### src/rtl/comp_seq_ctrl_pkg.sv
// comp_pkg: shared types and constants for the sequential slice comparator.
//   state_e      - controller FSM states (idle, run, done)
//   slice_res_e  - encoded result of one 2-bit slice comparison
//   SLICE_W      - width of the shared slice comparator
//   slice_encode - maps the one-hot eq/gt/lt outputs onto slice_res_e
package comp_pkg;

  localparam int unsigned SLICE_W = 2;

  typedef enum logic [1:0] {
    StIdle = 2'b00,
    StRun  = 2'b01,
    StDone = 2'b10
  } state_e;

  // SliceErr is never produced by a healthy comparator; it exists so the
  // encoding is total and a broken one-hot vector is not mistaken for a result.
  typedef enum logic [1:0] {
    SliceEq  = 2'b00,
    SliceGt  = 2'b01,
    SliceLt  = 2'b10,
    SliceErr = 2'b11
  } slice_res_e;

  function automatic slice_res_e slice_encode(input logic eq, input logic gt, input logic lt);
    slice_res_e res;
    unique case ({eq, gt, lt})
      3'b100:  res = SliceEq;
      3'b010:  res = SliceGt;
      3'b001:  res = SliceLt;
      default: res = SliceErr;
    endcase
    return res;
  endfunction

endpackage

### src/rtl/comp_seq_ctrl_if.sv
// comp_seq_ctrl_if: producer/consumer handshake bundle for comp_seq_ctrl.
//   in_valid/in_ready  - operand handshake (a, b sampled on acceptance)
//   out_valid/out_ready - result handshake (aeb, agb, alb one-hot while valid)
// Modports:
//   slave  - the comparator side
//   master - the producer/consumer side (testbench or surrounding logic)
interface comp_seq_ctrl_if #(
  parameter int unsigned WIDTH = 8
);

  logic             in_valid;
  logic             in_ready;
  logic [WIDTH-1:0] a;
  logic [WIDTH-1:0] b;
  logic             out_valid;
  logic             out_ready;
  logic             aeb;
  logic             agb;
  logic             alb;

  modport slave (
    input  in_valid,
    input  a,
    input  b,
    input  out_ready,
    output in_ready,
    output out_valid,
    output aeb,
    output agb,
    output alb
  );

  modport master (
    output in_valid,
    output a,
    output b,
    output out_ready,
    input  in_ready,
    input  out_valid,
    input  aeb,
    input  agb,
    input  alb
  );

endinterface

### src/rtl/comp_seq_ctrl_slice2.sv
// comp_slice2: combinational 2-bit magnitude comparator.
//   a, b       - 2-bit unsigned slices
//   eq, gt, lt - one-hot comparison result (a==b, a>b, a<b)
module comp_slice2
  import comp_pkg::*;
(
  input  logic [SLICE_W-1:0] a,
  input  logic [SLICE_W-1:0] b,
  output logic               eq,
  output logic               gt,
  output logic               lt
);

  always_comb begin
    eq = (a == b);
    gt = (a > b);
    lt = (a < b);
  end

endmodule

### src/rtl/comp_seq_ctrl.sv
// comp_seq_ctrl: compares two WIDTH-bit operands one 2-bit slice per cycle,
// MSB slice first, stopping at the first unequal slice.
//   clk   - system clock, rising edge
//   rst_n - asynchronous active-low reset
//   bus   - comp_seq_ctrl_if.slave: in_valid/in_ready/a/b operand handshake,
//           out_valid/out_ready/aeb/agb/alb result handshake
// Parameters:
//   WIDTH - operand width, even and >= 2 (NSLICE = WIDTH/2 slices)
// Build option:
//   COMP_SEQ_SIGNED_CMP_EN - when defined, operands are two's complement; the
//   sign bit is inverted in the MSB slice only (offset-binary mapping).
module comp_seq_ctrl
  import comp_pkg::*;
#(
  parameter int unsigned WIDTH = 8
) (
  input  logic            clk,
  input  logic            rst_n,
  comp_seq_ctrl_if.slave  bus
);

  localparam int unsigned NSLICE = WIDTH / SLICE_W;
  localparam int unsigned IDX_W  = (NSLICE > 1) ? $clog2(NSLICE) : 1;
  localparam logic [IDX_W-1:0] IDX_MAX = IDX_W'(NSLICE - 1);

  state_e             state_q;
  logic [IDX_W-1:0]   idx_q;
  logic [WIDTH-1:0]   a_q;
  logic [WIDTH-1:0]   b_q;
  logic               out_valid_q;
  logic               aeb_q;
  logic               agb_q;
  logic               alb_q;

  logic [SLICE_W-1:0] slice_a;
  logic [SLICE_W-1:0] slice_b;
  logic               slice_eq;
  logic               slice_gt;
  logic               slice_lt;
  slice_res_e         slice_res;

  // Select the current slice with constant part-selects to keep the mux explicit.
  always_comb begin
    slice_a = '0;
    slice_b = '0;
    for (int i = 0; i < int'(NSLICE); i++) begin
      if (idx_q == IDX_W'(i)) begin
        slice_a = a_q[i*SLICE_W +: SLICE_W];
        slice_b = b_q[i*SLICE_W +: SLICE_W];
      end
    end
`ifdef COMP_SEQ_SIGNED_CMP_EN
    // Flipping the sign bit turns two's complement ordering into unsigned ordering.
    if (idx_q == IDX_MAX) begin
      slice_a[SLICE_W-1] = ~slice_a[SLICE_W-1];
      slice_b[SLICE_W-1] = ~slice_b[SLICE_W-1];
    end
`endif
  end

  comp_slice2 u_slice (
    .a  (slice_a),
    .b  (slice_b),
    .eq (slice_eq),
    .gt (slice_gt),
    .lt (slice_lt)
  );

  assign slice_res = slice_encode(slice_eq, slice_gt, slice_lt);

  always_ff @(posedge clk or negedge rst_n) begin
    if (!rst_n) begin
      state_q     <= StIdle;
      idx_q       <= '0;
      a_q         <= '0;
      b_q         <= '0;
      out_valid_q <= 1'b0;
      aeb_q       <= 1'b0;
      agb_q       <= 1'b0;
      alb_q       <= 1'b0;
    end else begin
      unique case (state_q)
        StIdle: begin
          if (bus.in_valid) begin
            a_q     <= bus.a;
            b_q     <= bus.b;
            idx_q   <= IDX_MAX;
            state_q <= StRun;
          end
        end

        StRun: begin
          unique case (slice_res)
            SliceGt: begin
              agb_q       <= 1'b1;
              alb_q       <= 1'b0;
              aeb_q       <= 1'b0;
              out_valid_q <= 1'b1;
              state_q     <= StDone;
            end
            SliceLt: begin
              agb_q       <= 1'b0;
              alb_q       <= 1'b1;
              aeb_q       <= 1'b0;
              out_valid_q <= 1'b1;
              state_q     <= StDone;
            end
            SliceEq: begin
              if (idx_q == '0) begin
                aeb_q       <= 1'b1;
                agb_q       <= 1'b0;
                alb_q       <= 1'b0;
                out_valid_q <= 1'b1;
                state_q     <= StDone;
              end else begin
                idx_q <= idx_q - 1'b1;
              end
            end
            default: begin
              // Comparator produced a non one-hot result; abandon the operation.
              state_q <= StIdle;
            end
          endcase
        end

        StDone: begin
          if (bus.out_ready) begin
            out_valid_q <= 1'b0;
            aeb_q       <= 1'b0;
            agb_q       <= 1'b0;
            alb_q       <= 1'b0;
            state_q     <= StIdle;
          end
        end

        default: begin
          state_q     <= StIdle;
          out_valid_q <= 1'b0;
          aeb_q       <= 1'b0;
          agb_q       <= 1'b0;
          alb_q       <= 1'b0;
        end
      endcase
    end
  end

  assign bus.in_ready  = (state_q == StIdle);
  assign bus.out_valid = out_valid_q;
  assign bus.aeb       = aeb_q;
  assign bus.agb       = agb_q;
  assign bus.alb       = alb_q;

endmodule

### src/flat_wrapper.sv
// flat-port wrapper written by rule: the top's interface ports become plain ports
module comp_seq_ctrl_flat import comp_pkg::*;
#(
  parameter int unsigned WIDTH = 8
)
  (clk, rst_n, bus_in_valid, bus_a, bus_b, bus_out_ready, bus_in_ready, bus_out_valid, bus_aeb, bus_agb, bus_alb);
  comp_seq_ctrl_if #(.WIDTH(WIDTH)) bus_i ();
  input  logic clk;
  input  logic rst_n;
  input wire logic [$bits(bus_i.in_valid)-1:0] bus_in_valid;
  input wire logic [$bits(bus_i.a)-1:0] bus_a;
  input wire logic [$bits(bus_i.b)-1:0] bus_b;
  input wire logic [$bits(bus_i.out_ready)-1:0] bus_out_ready;
  output wire logic [$bits(bus_i.in_ready)-1:0] bus_in_ready;
  output wire logic [$bits(bus_i.out_valid)-1:0] bus_out_valid;
  output wire logic [$bits(bus_i.aeb)-1:0] bus_aeb;
  output wire logic [$bits(bus_i.agb)-1:0] bus_agb;
  output wire logic [$bits(bus_i.alb)-1:0] bus_alb;
  assign bus_i.in_valid = bus_in_valid;
  assign bus_i.a = bus_a;
  assign bus_i.b = bus_b;
  assign bus_i.out_ready = bus_out_ready;
  assign bus_in_ready = bus_i.in_ready;
  assign bus_out_valid = bus_i.out_valid;
  assign bus_aeb = bus_i.aeb;
  assign bus_agb = bus_i.agb;
  assign bus_alb = bus_i.alb;
  comp_seq_ctrl #(.WIDTH(WIDTH)) u_core (.clk(clk), .rst_n(rst_n), .bus(bus_i));
endmodule
### config.mk
export PLATFORM = sky130hd
export DESIGN_NAME = comp_seq_ctrl_flat
export DESIGN_NICKNAME = d
export VERILOG_FILES = /design/src/rtl/comp_seq_ctrl_pkg.sv /design/src/rtl/comp_seq_ctrl_if.sv /design/src/rtl/comp_seq_ctrl_slice2.sv /design/src/rtl/comp_seq_ctrl.sv /design/src/flat_wrapper.sv
export SDC_FILE = /design/constraint.sdc
export NUM_CORES = 1
export LEC_CHECK = 0
export BUFFER_PORTS_ARGS = -buffer_cell sky130_fd_sc_hd__buf_2
export CORE_UTILIZATION = 45
export DETAILED_ROUTE_END_ITERATION = 8
export PLACE_DENSITY = 0.7
export SLEW_MARGIN = 20
export SYNTH_ARGS = -nofsm -noshare
export SYNTH_HDL_FRONTEND = slang
export SYNTH_SLANG_ARGS = --single-unit
export TNS_END_PERCENT = 10
### constraint.sdc
create_clock -name clk -period 2.1 [get_ports clk]
set_clock_uncertainty 0.05 [all_clocks]
set_input_delay 0.315 -clock clk [delete_from_list [all_inputs] [get_ports clk]]
set_output_delay 0.315 -clock clk [all_outputs]
set_load 0.03 [all_outputs]
==> summary.md <==
| Metric | Value |
|---|---|
| Die Y-Extent | `~55 um` |
| Cells after synthesis | `103` |
| Pwr dens | `approximately 1700 nW/um^2` |
| CP Launch Type | `flop` |
| TritonCTS clock tree | `done` |
| Sequential share of the synthesized area | `a little under half` |
| Hold Path End | `u_core.b_q[6]$_DFFE_PN0P_` |
| DP Cell Count | `159` |
| Compound-cell area share of the yosys netlist | `11.9%` |
| Post-route design area | `1590 sq um` |
| Fmax | `427 MHz` |
| Outcome | `finished with violations` |
| Final setup margin | `-0.244 ns` |
| Total CTS buffers | `3` |
| Slew @ Worst Pin | `between 0.5 and 0.6 ns` |
| Place WS | `-0.283 ns` |
| Final Util | `around three fifths` |
| Netlist Area Pre-Place | `1270 sq um` |
| Final setup vio count | `8` |
| Vias in the first global route | `between 900 and 1000` |
| Kind of critical path | `reg -> reg` |
| Max-cap violations | `0` |
| Die span in x | `roughly 55 um` |
| Final hold vios | `0` |
| Final Max Tran Viols | `0` |
| Crit Path Max Fanout | `5` |
| Reg-to-reg endpoint | `u_core.idx_q[0]$_DFFE_PN0P_` |
| Worst-path clk slew | `0.14 ns` |
| Peak supply drop | `1110 uV` |
| Largest net degree at the start of global routing | `25` |
| Unique masters post-synth | `32` |
| DR vias/cell | `approximately 5.6` |
| Worst hold path type | `in -> reg` |
| Max transition margin | `64.7%` |
| Worst Reg-to-Reg Cells | `9` |
| Ys flop type | `dfrtp_1` |
| Worst skew pair latency | `approximately 0.31 ns` |
| Post-DP Area | `around 1400 sq um` |
| Tot GR Track Use | `19.6%` |
| DRT Pass-1 Iters | `4` |
| YS warnings | `0` |
| Gr ovfl total | `0` |
| P_leak | `about 0.75 nW` |
| Async S/R FF share, synth | `100%` |
| Min-Delay Startpoint | `bus_b[6]` |
| EDFF count, synth | `0` |
| Final min period | `about 2.3 ns` |
| # IOs | `25` |
| Fraction of synthesized area in multiplexers | `17.9%` |
| Mean routed wirelength per cell | `between 15 and 20 um` |
| First-pass GRT wire length | `roughly 4200 um` |
| DR DRC count | `0` |
| Critical path required time | `2.28 ns` |
| Root Driver | `clkbuf_4` |
| Clock Path Buffers | `2` |
| Routed vias | `between 900 and 1000` |
| Initial antenna violation count | `0` |
| Crit share post-route | `112%` |
| Routed Antenna Nets | `0` |
| IO buf count | `24` |
| Crit path arrival time | `around 2.5 ns` |
| Antenna diodes | `0` |
| Share of layout cells above drive strength 1 | `around 52%` |
| Synth Area in XOR/XNOR | `0%` |
| Critical Path End Type | `flop` |
| Share of the synthesized area in the top cell type | `between 40% and 50%` |
| Area growth syn-to-layout | `25.0%` |
| GP Congestion | `about 0.87` |
| # nets final | `163` |
| Synth Net Count | `around 130` |
| Starting DRC count in detailed routing | `24` |
| RSZ-0062 raised after global routing | `yes` |
| Synth top area cells | `dfrtp_1, mux2_4, ha_1` |
| WHS Path Cells | `2` |
| Main combinational cell family by area after synthesis | `multiplexers` |
| Setup_tns | `-1.26 ns` |
| Non-filler cells, final | `166` |
| Clock Sinks | `24` |
| Total Die Area | `about 3000 sq um` |
| Commonest cells post-synth | `dfrtp_1, mux2_4, nand2_1` |
| HPWL Detailed | `about 1800 um` |
| Post-Synth Adder-Cell Area | `under 10%` |
| Post-synth top area cell | `dfrtp_1` |
| R2r setup slk | `-0.24 ns` |
| Synth Area per Inst | `~12 sq um` |
| H-Tree Depth | `1` |
| Rows | `18` |
| Final wirelength | `between 2000 and 3000 um` |
| Failing checks | `negative setup slack` |
| Most numerous cell in the Yosys netlist | `dfrtp_1` |
| Core region area | `between 2000 and 3000 sq um` |
| R2R Path Start | `u_core.idx_q[0]$_DFFE_PN0P_` |
| Post-Synth Simple-Gate Area | `between 10% and 20%` |
| Starting Density | `49.5%` |
| FF+latch count, synth | `24` |
==> cell type report <==
type                            count  area (sq um)
Fill cell                         219           980
Sequential cell                    24           602
Clock buffer                        3          22.5
Tap cell                           30          37.5
Timing Repair Buffer               34           201
Multi-Input combinational cell     68           669
Inverter                            6          25.0
Clock inverter                      1          30.0
==> routing by layer <==
metal,wire [um],vias up,track usage (%)
met2,1340,24,35.3
met4,14,0,2.92
met5,0,-,0
li1,-,437,-
met1,1110,464,24.6
met3,144,2,3.83
==> how the worst max path moves through the flow <==
stage                                      startpoint                             to  slack (ns)  cells past startpoint
after global placement    u_core.idx_q[0]$_DFFE_PN0P_    u_core.idx_q[0]$_DFFE_PN0P_       -0.15                      9
after global routing      u_core.idx_q[0]$_DFFE_PN0P_  u_core.state_q[0]$_DFFE_PN0P_       -0.32                     10
after floorplan           u_core.idx_q[0]$_DFFE_PN0P_    u_core.idx_q[0]$_DFFE_PN0P_       -0.08                      9
final                     u_core.idx_q[0]$_DFFE_PN0P_    u_core.idx_q[0]$_DFFE_PN0P_       -0.24                      9
after CTS                 u_core.idx_q[0]$_DFFE_PN0P_    u_core.idx_q[0]$_DFFE_PN0P_       -0.21                      8
after detailed placement  u_core.idx_q[1]$_DFFE_PN0P_    u_core.idx_q[0]$_DFFE_PN0P_       -0.28                      9
==> timing repair <==
item,4_1_cts,5_1_grt
endpoints found under the setup margin,8,8
resized for setup,13,2
hold buffers,1,0
endpoints found under the hold margin,24,0
pin swaps,10,8
setup buffers,2,0
==> cells by family after synthesis <==
family          after synthesis
compound gates               20
fa+ha+maj                     6
simple gates                 25
buf+inv                      11
mux                          17
flops                        24
==> critical path, cell delays in order (launching register included) <==
cell and delay [ns]:
dfrtp_2 0.47, buf_6 0.13, ha_4 0.18, nor2b_4 0.17, a221oi_2 0.08, o31ai_2 0.29, ha_1 0.31, and3b_1 0.20
and3_1 0.16, a311oi_1 0.20
==> state kept, by name, indices dropped and copies added, names as in the netlist <==
| name | cells |
|---|---|
| u_core.a_q | 8 |
| u_core.b_q | 8 |
| u_core.idx_q | 2 |
| u_core.state_q | 2 |
| u_core.bus.aeb | 1 |
| u_core.bus.agb | 1 |
| u_core.bus.alb | 1 |
| u_core.bus.out_valid | 1 |
==> through the flow <==
stage	total power, mW	hold WS (ns)
final	2.75	0.168
after floorplan	1.84	-0.0306
after global routing	2.97	0.144
after global placement	2.15	0.268
after detailed placement	2.19	0.277
after CTS	2.69	0.166
==> placed cells by master, fill, tap and decap left out, drive strengths merged <==
cell         Yosys  layout
a21oi            3       3
a221o            2       2
a221oi           2       2
a22oi            2       2
a311oi           1       1
a32o             1       1
and2             2       2
and3             3       3
and3b            1       1
buf              5      33
bufinv           0       1
clkbuf           0       3
dfrtp           24      24
dlygate4sd3      0       1
ha               6       6
inv              6       6
mux2            16      16
mux2i            1       1
nand2            7       7
nand2b           1       1
nand3b           1       1
nor2             5       5
nor2b            4       4
nor3             1       1
o21ai            2       2
o21ba            1       1
o22ai            2       2
o2bb2ai          2       2
o31ai            2       2
==> power by group <==
group,total (mW),switching [mW],internal [mW]
clock network,0.335,0.142,0.193
registers,0.867,0.185,0.682
logic,1.55,0.747,0.806
Note: power is estimated with default switching activity, not from simulation.
